### src/rtl/lc3b_mem_port.sv
// Sequenced memory port for the multi-cycle LC-3b core: MAR/MDR, byte-lane steering, misalign flag.
// Optional `MEM_TIMEOUT_EN` adds an ACCESS watchdog that ends a stalled access with an error response.
module lc3b_mem_port #(
    parameter int DATA_W  = 16,
    parameter int ADDR_W  = 16,
    parameter int TIMEOUT = 255,
    localparam int LANES  = DATA_W / 8,
    localparam int LSB_W  = $clog2(LANES)
) (
    input  logic              clk,
    input  logic              rst_n,
    input  logic              req_valid,
    output logic              req_ready,
    input  logic              req_write,
    input  logic              req_byte,
    input  logic [ADDR_W-1:0] req_addr,
    input  logic [DATA_W-1:0] req_wdata,
    output logic              rsp_valid,
    output logic [DATA_W-1:0] rsp_rdata,
    output logic              rsp_err,
    output logic              mem_read,
    output logic              mem_write,
    output logic [ADDR_W-1:0] mem_address,
    output logic [DATA_W-1:0] mem_wdata,
    output logic [LANES-1:0]  mem_byte_enable,
    input  logic              mem_resp,
    input  logic [DATA_W-1:0] mem_rdata
);

    // state  | meaning
    // IDLE   | waiting for a request, req_ready high
    // ACCESS | memory strobe asserted until mem_resp (or watchdog expiry)
    // RESP   | one-cycle response strobe to the core
    typedef enum logic [1:0] {
        S_IDLE   = 2'd0,
        S_ACCESS = 2'd1,
        S_RESP   = 2'd2
    } state_t;

    if (DATA_W < 16 || (DATA_W & (DATA_W - 1)) != 0) begin : g_bad_width
        $error("lc3b_mem_port: DATA_W must be a power of two and at least 16");
    end
    if (TIMEOUT < 1) begin : g_bad_timeout
        $error("lc3b_mem_port: TIMEOUT must be at least 1");
    end

    state_t            state;
    state_t            state_nxt;
    logic [ADDR_W-1:0] mar;
    logic [DATA_W-1:0] mdr;
    logic [LANES-1:0]  be_q;
    logic [LSB_W-1:0]  lane_q;
    logic              wr_q;
    logic              byte_q;
    logic              err_q;
    logic              tmo;

    logic [LSB_W-1:0]  req_lane;
    logic              misaligned;
    logic [LANES-1:0]  lane_onehot;
    logic [7:0]        lane_byte;

    assign req_lane    = req_addr[LSB_W-1:0];
    assign misaligned  = !req_byte && (req_lane != '0);
    assign lane_onehot = LANES'(1) << req_lane;
    assign lane_byte   = mdr[{lane_q, 3'b000} +: 8];

`ifdef MEM_TIMEOUT_EN
    localparam int TMR_W = ($clog2(TIMEOUT + 1) > 8) ? $clog2(TIMEOUT + 1) : 8;

    logic [TMR_W-1:0] timer;

    // Cleared whenever not in ACCESS, so every access starts counting from zero.
    always_ff @(posedge clk or negedge rst_n) begin
        if (!rst_n) begin
            timer <= '0;
        end else if (state == S_ACCESS) begin
            timer <= timer + TMR_W'(1);
        end else begin
            timer <= '0;
        end
    end

    // A mem_resp in the expiry cycle takes priority over the timeout.
    assign tmo = (state == S_ACCESS) && !mem_resp && (timer == TMR_W'(TIMEOUT - 1));
`else
    assign tmo = 1'b0;
`endif

    always_ff @(posedge clk or negedge rst_n) begin
        if (!rst_n) begin
            state <= S_IDLE;
        end else begin
            state <= state_nxt;
        end
    end

    always_comb begin
        state_nxt = state;
        case (state)
            S_IDLE: begin
                if (req_valid) begin
                    state_nxt = misaligned ? S_RESP : S_ACCESS;
                end
            end
            S_ACCESS: begin
                if (mem_resp || tmo) begin
                    state_nxt = S_RESP;
                end
            end
            S_RESP:  state_nxt = S_IDLE;
            default: state_nxt = S_IDLE;
        endcase
    end

    always_ff @(posedge clk or negedge rst_n) begin
        if (!rst_n) begin
            mar    <= '0;
            mdr    <= '0;
            be_q   <= '0;
            lane_q <= '0;
            wr_q   <= 1'b0;
            byte_q <= 1'b0;
            err_q  <= 1'b0;
        end else begin
            case (state)
                S_IDLE: begin
                    if (req_valid) begin
                        if (misaligned) begin
                            err_q <= 1'b1;
                        end else begin
                            err_q  <= 1'b0;
                            mar    <= {req_addr[ADDR_W-1:LSB_W], {LSB_W{1'b0}}};
                            wr_q   <= req_write;
                            byte_q <= req_byte;
                            lane_q <= req_lane;
                            if (!req_write) begin
                                be_q <= '0;
                                mdr  <= '0;
                            end else if (req_byte) begin
                                be_q <= lane_onehot;
                                mdr  <= {LANES{req_wdata[7:0]}};
                            end else begin
                                be_q <= '1;
                                mdr  <= req_wdata;
                            end
                        end
                    end
                end
                S_ACCESS: begin
                    if (mem_resp && !wr_q) begin
                        mdr <= mem_rdata;
                    end else if (tmo) begin
                        err_q <= 1'b1;
                    end
                end
                default: ;
            endcase
        end
    end

    always_comb begin
        req_ready       = (state == S_IDLE);
        rsp_valid       = (state == S_RESP);
        rsp_err         = (state == S_RESP) && err_q;
        mem_read        = (state == S_ACCESS) && !wr_q;
        mem_write       = (state == S_ACCESS) && wr_q;
        mem_address     = mar;
        mem_wdata       = mdr;
        mem_byte_enable = mem_write ? be_q : '0;
        rsp_rdata       = '0;
        if ((state == S_RESP) && !err_q && !wr_q) begin
            rsp_rdata = byte_q ? {{(DATA_W-8){1'b0}}, lane_byte} : mdr;
        end
    end

endmodule
### config.mk
export PLATFORM = sky130hd
export DESIGN_NAME = lc3b_mem_port
export DESIGN_NICKNAME = d
export VERILOG_FILES = /design/src/rtl/lc3b_mem_port.sv
export SDC_FILE = /design/constraint.sdc
export NUM_CORES = 1
export LEC_CHECK = 0
export BUFFER_PORTS_ARGS = -buffer_cell sky130_fd_sc_hd__buf_2
export CAP_MARGIN = 20
export CORE_MARGIN = 2
export CORE_UTILIZATION = 49
export CTS_CLUSTER_SIZE = 30
export DETAILED_ROUTE_END_ITERATION = 16
export PLACE_DENSITY_LB_ADDON = 0.2
export SYNTH_ARGS = -nofsm -noshare
export SYNTH_HDL_FRONTEND = slang
export SYNTH_SLANG_ARGS = --single-unit
### constraint.sdc
create_clock -name clk -period 3.72 [get_ports clk]
set_clock_uncertainty 0.15 [all_clocks]
set_input_delay 0.558 -clock clk [delete_from_list [all_inputs] [get_ports clk]]
set_output_delay 0.558 -clock clk [all_outputs]
set_load 0.02 [all_outputs]
==> metrics.md, run 1 <==
| Metric | Value |
|---|---|
| DIE WIDTH | `around 70 um` |
| PD cells | `around 700 nW/um2` |
| Status | `finished clean` |
| Post-synthesis mux area share | `0.206` |
| Area contributors post-synth | `dfrtp_1 (46%), mux2_1 (9.5%), mux2_2 (7.4%)` |
| Htree depth | `2` |
| Routed wire length per instance | `~15 um` |
| Max Cap Violations | `0` |
| Final Wtd Congestion | `0.836` |
| GRT Overall Usage | `0.232` |
| CTS Hold Bufs | `0` |
| Setup CP Type | `register to output pin` |
| Crit share post-route | `0.759` |
| Slowest library cell on the worst path | `dfrtp_1` |
| DP HPWL | `4.14 mm` |
| Compound-Gate Fraction of Synth Area | `0.0954` |
| Final Hold Fails | `0` |
| Clk_lat worst skew | `between 200 and 300 ps` |
| Vias | `1915` |
| Slew HR | `0.433` |
| Worst path arrival time | `2110 ps` |
| Commonest cells after routing, fill and taps aside | `buf_2 (107), dfrtp_1 (39), nand2_1 (22)` |
| Minimum hold slack | `221 ps` |
| # placed instances | `350` |
| Starting DRT DRC Count | `104` |
| YS warnings | `0` |
| Largest net degree at the start of global routing | `40` |
| Non-Filler Instances | `approximately 360` |
| Peak VDD IR | `0.290 mV` |
| Maximum clock frequency | `354 MHz` |
| Crit path from | `state[1]$_DFFE_PN0P_` |
| Final ANT Viol Nets | `0` |
| Largest family of logic cells by synthesized area | `multiplexers` |
| Worst-path fanout max | `21` |
| Post-synth EDFFs | `0` |
| CP required | `3010 ps` |
| DRC errors left | `0` |
| Total Die Area | `4910 um2` |
| Xor/xnor share of the synthesized area | `0.00410` |
| Most common cell after layout, fill and taps aside | `buf_2` |
| IO Count | `109` |
| FP Rows | `24` |
| Area growth, synth to finish | `29.7%` |
| Initial antenna violation count | `0` |
| Final setup violation count | `0` |
| Chip Height | `70.1 um` |
| Initial Util | `0.501` |
| Cell taking the most area after synthesis | `dfrtp_1` |
| Crit end category | `output pin` |
| CP Cell Sequence | `nor2b_2 -> nand2_1 -> a21oi_1 -> buf_2` |
| Hold WC Path Type | `input pin to async pin` |
| Vias per cell | `5.35` |
| Mean Syn Cell Area | `10.3 um2` |
| Vias in the first global route | `1787` |
| CTS clock-pin slew for the worst setup and hold paths | `80 ps` |
| Final Net Count | `359` |
| # clock sinks | `39` |
| Cell variety after synth | `32` |
| Reg2Reg Depth | `3` |
| Final Critical Period | `2820 ps` |
| Final wirelength | `5.47 mm` |
| DRT Pass-1 Iters | `4` |
| Crit path launch type | `register` |
| Total Power | `1.94 mW` |
| Grt ovf | `0` |
| CP max stage delay | `approximately 700 ps` |
| CTS tree | `done` |
| Buffers on Ports | `107` |
| CTS Root Buffer Type | `clkbuf_8` |
| Gate Count Post-Synth | `208` |
| Synthesized-area fraction occupied by adder cells | `0` |
| Leakage | `between 1 and 1.5 nW` |
| Mapped Area | `around 2100 um2` |
| Post-Synth Simple-Gate Area | `0.180` |
| RSZ-0062 raised after global routing | `no` |
| First-pass GRT wire length | `between 8 and 9 mm` |
| Yosys reg bits | `39` |
| # diodes | `0` |
| Commonest register cell after synthesis | `dfrtp_1` |
| Fillers | `between 300 and 400` |
| RR Startpoint | `state[0]$_DFFE_PN0P_` |
| Max Buffers Root-to-Sink | `2` |
| Core ar. | `~4300 um2` |
| Slew Limit Fails | `0` |
| Top-area cell type share of the netlist area | `0.456` |
| Post-Syn Nets | `262` |
| Layout cells sized above 1 | `0.435` |
| Postcts setup bufs | `0` |
| Setup TNS | `0 ps` |
| FFs w/ async S/R, synth | `1.00` |
| CTS resizes | `0` |
| TritonCTS Buffers | `5` |
| Slew @ Worst Pin | `851 ps` |
| Seq/Total Area, Yosys | `0.456` |
==> flip-flops by register name, indices dropped and copies added (netlist names) <==
name,flops
byte_q,1
wr_q,1
state,2
be_q,2
mem_address,15
mem_wdata,16
err_q,1
lane_q,1
==> path summary, 6_finish.rpt <==
| check | endpoint | slack [ps] |
|---|---|---|
| worst min register to register | mem_address[13]$_DFFE_PN0P_ | 340 |
| worst min-delay path | mem_wdata[3]$_DFFE_PN0P_ | 220 |
| min in group clk | mem_address[6]$_DFFE_PN0P_ | 320 |
| worst max register to register | mem_wdata[2]$_DFFE_PN0P_ | 1320 |
| worst max-delay path | rsp_rdata[0] | 900 |
| max in group asynchronous | mem_address[7]$_DFFE_PN0P_ | 2660 |
==> cells in the mapped netlist, types with 8 or more instances <==
library cell / n
clkbuf_1: 8
nand3b_1: 8
inv_1: 10
nand3_1: 8
a21oi_1: 9
dfrtp_1: 39
o21ai_0: 11
and3b_1: 8
mux2i_1: 8
a31oi_1: 8
mux2_2: 14
nand2_1: 22
nor3_1: 8
mux2_1: 18
==> power breakdown <==
| group | internal (mW) | switching [mW] |
|---|---|---|
| Sequential | 0.599 | 0.174 |
| Combinational | 0.322 | 0.485 |
| Clock | 0.217 | 0.146 |
| Total | 1.14 | 0.806 |
==> worst max-delay path, delay by kind of cell, from the launching register on <==
kind	cells	cell delay (ps)
flops	1	710
simple gates	2	630
compound gates	1	280
buf+inv	1	200
==> cells by family after synthesis <==
logic type / Yosys count
compound gates: 32
xor+xnor: 1
buf+inv: 27
flops: 39
mux: 40
other cells: 1
simple gates: 68
==> metal layers <==
layer	vias up	wire length, um	track usage
met5	-	0	0
met4	0	121	0.0769
met2	88	2590	0.363
met1	893	2400	0.319
met3	13	359	0.0548
li1	921	-	-
==> cell type report <==
type | instances | area, um2 | area share
clock buffer | 6 | 82.6 | 0.0298
clock inverter | 2 | 35.0 | 0.0126
inverter | 10 | 37.5 | 0.0135
multi-input combinational | 142 | 1040 | 0.376
sequential | 39 | 976 | 0.352
tap | 52 | 65.1 | 0.0235
timing repair buffer | 107 | 536 | 0.193
==> through the flow <==
| stage | worst slack, ps | utilization | instance area (um2) |
|---|---|---|---|
| 6_report | 898 | 0.651 | 2770 |
| 5_1_grt | 713 | 0.651 | 2770 |
| 4_1_cts | 923 | 0.651 | 2770 |
| 3_5_place_dp | 1250 | 0.623 | 2660 |
| 3_3_place_gp | 1300 | 0.623 | 2660 |
| 2_1_floorplan | 1300 | - | 2140 |
No activity file was read; power rests on OpenSTA's default activity.
==> run 2: changes to the inputs <==
CORE_UTILIZATION = 45   (was 49)
clock period = 2.7 ns   (was 3.72 ns; I/O delays follow)
==> run 2 against run 1 <==
Against the previous run:
- final cell count grew 2.0%
- sequential power grew 36%
- via count barely moved
==> metrics.md, run 2 (synthesized netlist as in run 1, its figures left out) <==
| Metric | Value |
|---|---|
| CTS Root Buffer Type | `clkbuf_8` |
| Maximum clock frequency | `approximately 400 MHz` |
| Max Cap Violations | `0 (unchanged)` |
| Buffers on Ports | `107 (unchanged)` |
| Initial antenna violation count | `0 (unchanged)` |
| Final Net Count | `364 (+1.4%)` |
| Minimum hold slack | `76.3 ps (-145 ps)` |
| Commonest cells after routing, fill and taps aside | `buf_2 (107), dfrtp_1 (39), nand2_1 (22)` |
| Hold WC Path Type | `input pin to async pin` |
| CP required | `2140 ps (-870 ps)` |
| Slew HR | `0.431 (-0.00221)` |
| Initial Util | `0.459 (-0.0427)` |
| Worst-path fanout max | `21 (unchanged)` |
| Worst path arrival time | `1870 ps (-240 ps)` |
| Met2 usage | `0.369 (+0.00572)` |
| Crit share post-route | `0.898` |
| Final Wtd Congestion | `0.909 (+8.7%)` |
| Final Critical Period | `around 2400 ps` |
| Max reg flops | `16 (unchanged)` |
| Postcts setup bufs | `0 (unchanged)` |
| CTS tree | `done` |
| RR Startpoint | `state[0]$_DFFE_PN0P_` |
| Vias | `1914 (-0.052%)` |
| Most common cell after layout, fill and taps aside | `buf_2` |
| CTS resizes | `0 (unchanged)` |
| Layout cells sized above 1 | `0.444 (+0.00909)` |
| Crit path launch type | `register` |
| FP Rows | `25 (+4.2%)` |
| Largest net degree at the start of global routing | `40 (unchanged)` |
| Routed wire length per instance | `15.2 um (-0.79%)` |
| # diodes | `0 (unchanged)` |
| Vias per cell | `5.24 (-2.0%)` |
| Crit end category | `output pin` |
| DRT Pass-1 Iters | `4 (unchanged)` |
| PD cells | `959 nW/um2 (+37%)` |
| DIE WIDTH | `72.9 um (+4.1%)` |
| CTS clock-pin slew for the worst setup and hold paths | `70 ps (about the same)` |
| Slew Limit Fails | `0 (unchanged)` |
| Status | `finished clean` |
| Area growth, synth to finish | `31.6%` |
| Final Hold Fails | `0 (unchanged)` |
| Grt met3 use | `0.0539 (-0.000967)` |
| Core ar. | `4660 um2 (+9.3%)` |
| RSZ-0062 raised after global routing | `no` |
| TritonCTS Buffers | `5 (unchanged)` |
| Final ANT Viol Nets | `0 (unchanged)` |
| CTS Hold Bufs | `0 (unchanged)` |
| # clock sinks | `39 (unchanged)` |
| M1 GR Usage | `0.273 (-0.0458)` |
| Max Buffers Root-to-Sink | `2 (unchanged)` |
| First-pass GRT wire length | `8.69 mm (-1.6%)` |
| DRC errors left | `0 (unchanged)` |
| Gr busiest metal | `met2` |
| Reg2Reg Setup Slack | `620 ps (-700 ps)` |
| Slew @ Worst Pin | `854 ps (+3.31 ps)` |
| Htree depth | `2 (unchanged)` |
| Leakage | `1.47 nW (+1.6%)` |
| Total Die Area | `5320 um2 (+8.4%)` |
| Clk_lat worst skew | `280 ps (about the same)` |
| Reg2Reg Depth | `4 (+1)` |
| Vias in the first global route | `1852 (+3.6%)` |
| Final setup violation count | `0 (unchanged)` |
| DP HPWL | `4.21 mm (+1.7%)` |
| IO Count | `109 (unchanged)` |
| Chip Height | `72.9 um (+4.1%)` |
| # placed instances | `357 (+2.0%)` |
| Grt ovf | `0 (unchanged)` |
| Starting DRT DRC Count | `119 (+14%)` |
| Critical R2R Capture | `mem_wdata[15]$_DFFE_PN0P_` |
| Setup TNS | `0 ps (unchanged)` |
| Setup CP Type | `register to output pin` |
| Peak VDD IR | `0.558 mV (+93%)` |
| Final wirelength | `5.53 mm (+1.2%)` |
| GRT Overall Usage | `0.216 (-0.0162)` |
| Non-Filler Instances | `365 (+2.0%)` |
==> run 2: where the power goes <==
group          leakage [nW]  switching, mW  total (mW)  internal [mW]
Sequential            0.476          0.223        1.05          0.826
Combinational         0.937          0.694        1.15          0.460
Clock                0.0612          0.197       0.496          0.299
==> run 2: worst max-delay path: stages, from the launching register on <==
cell	delay [ps]
dfrtp_1	600
nor2b_2	230
nand2_1	310
nor3_1	240
buf_2	200
==> run 2: worst max path at each step <==
stage               slack (ps)  cells past startpoint                       end                 start
global route                50                      4              rsp_rdata[9]  state[0]$_DFFE_PN0P_
global placement           640                      4  mem_wdata[8]$_DFFE_PN0P_  state[0]$_DFFE_PN0P_
floorplan                  440                      5             rsp_rdata[13]  state[1]$_DFFE_PN0P_
finish                     270                      4             rsp_rdata[11]  state[0]$_DFFE_PN0P_
detailed placement         570                      4             rsp_rdata[11]  state[0]$_DFFE_PN0P_
CTS                        250                      4             rsp_rdata[11]  state[0]$_DFFE_PN0P_
==> run 2: layout make-up <==
class	instances	area [um2]
clock inverters	2	35.0
clock buffers	6	82.6
repair buffers	112	573
inverters	10	37.5
well taps	54	67.6
fillers	411	1850
flip-flops and latches	39	976
multi-input cells	142	1040
==> run 2: metal layers <==
metal	part of all wire	wire (um)
met3	0.073	401
met5	0	0
met4	0.0080	44
met2	0.48	2670
met1	0.44	2420
==> run 2: metrics by stage <==
stage | setup WS (ps) | power (mW) | instance area (um2) | util
after detailed placement | 571 | 2.23 | 2700 | 0.579
after global routing | 46.9 | 2.89 | 2810 | 0.604
after CTS | 249 | 2.73 | 2810 | 0.604
after floorplan | 436 | 1.80 | 2140 | -
final | 274 | 2.70 | 2810 | 0.604
after global placement | 641 | 2.21 | 2700 | 0.579
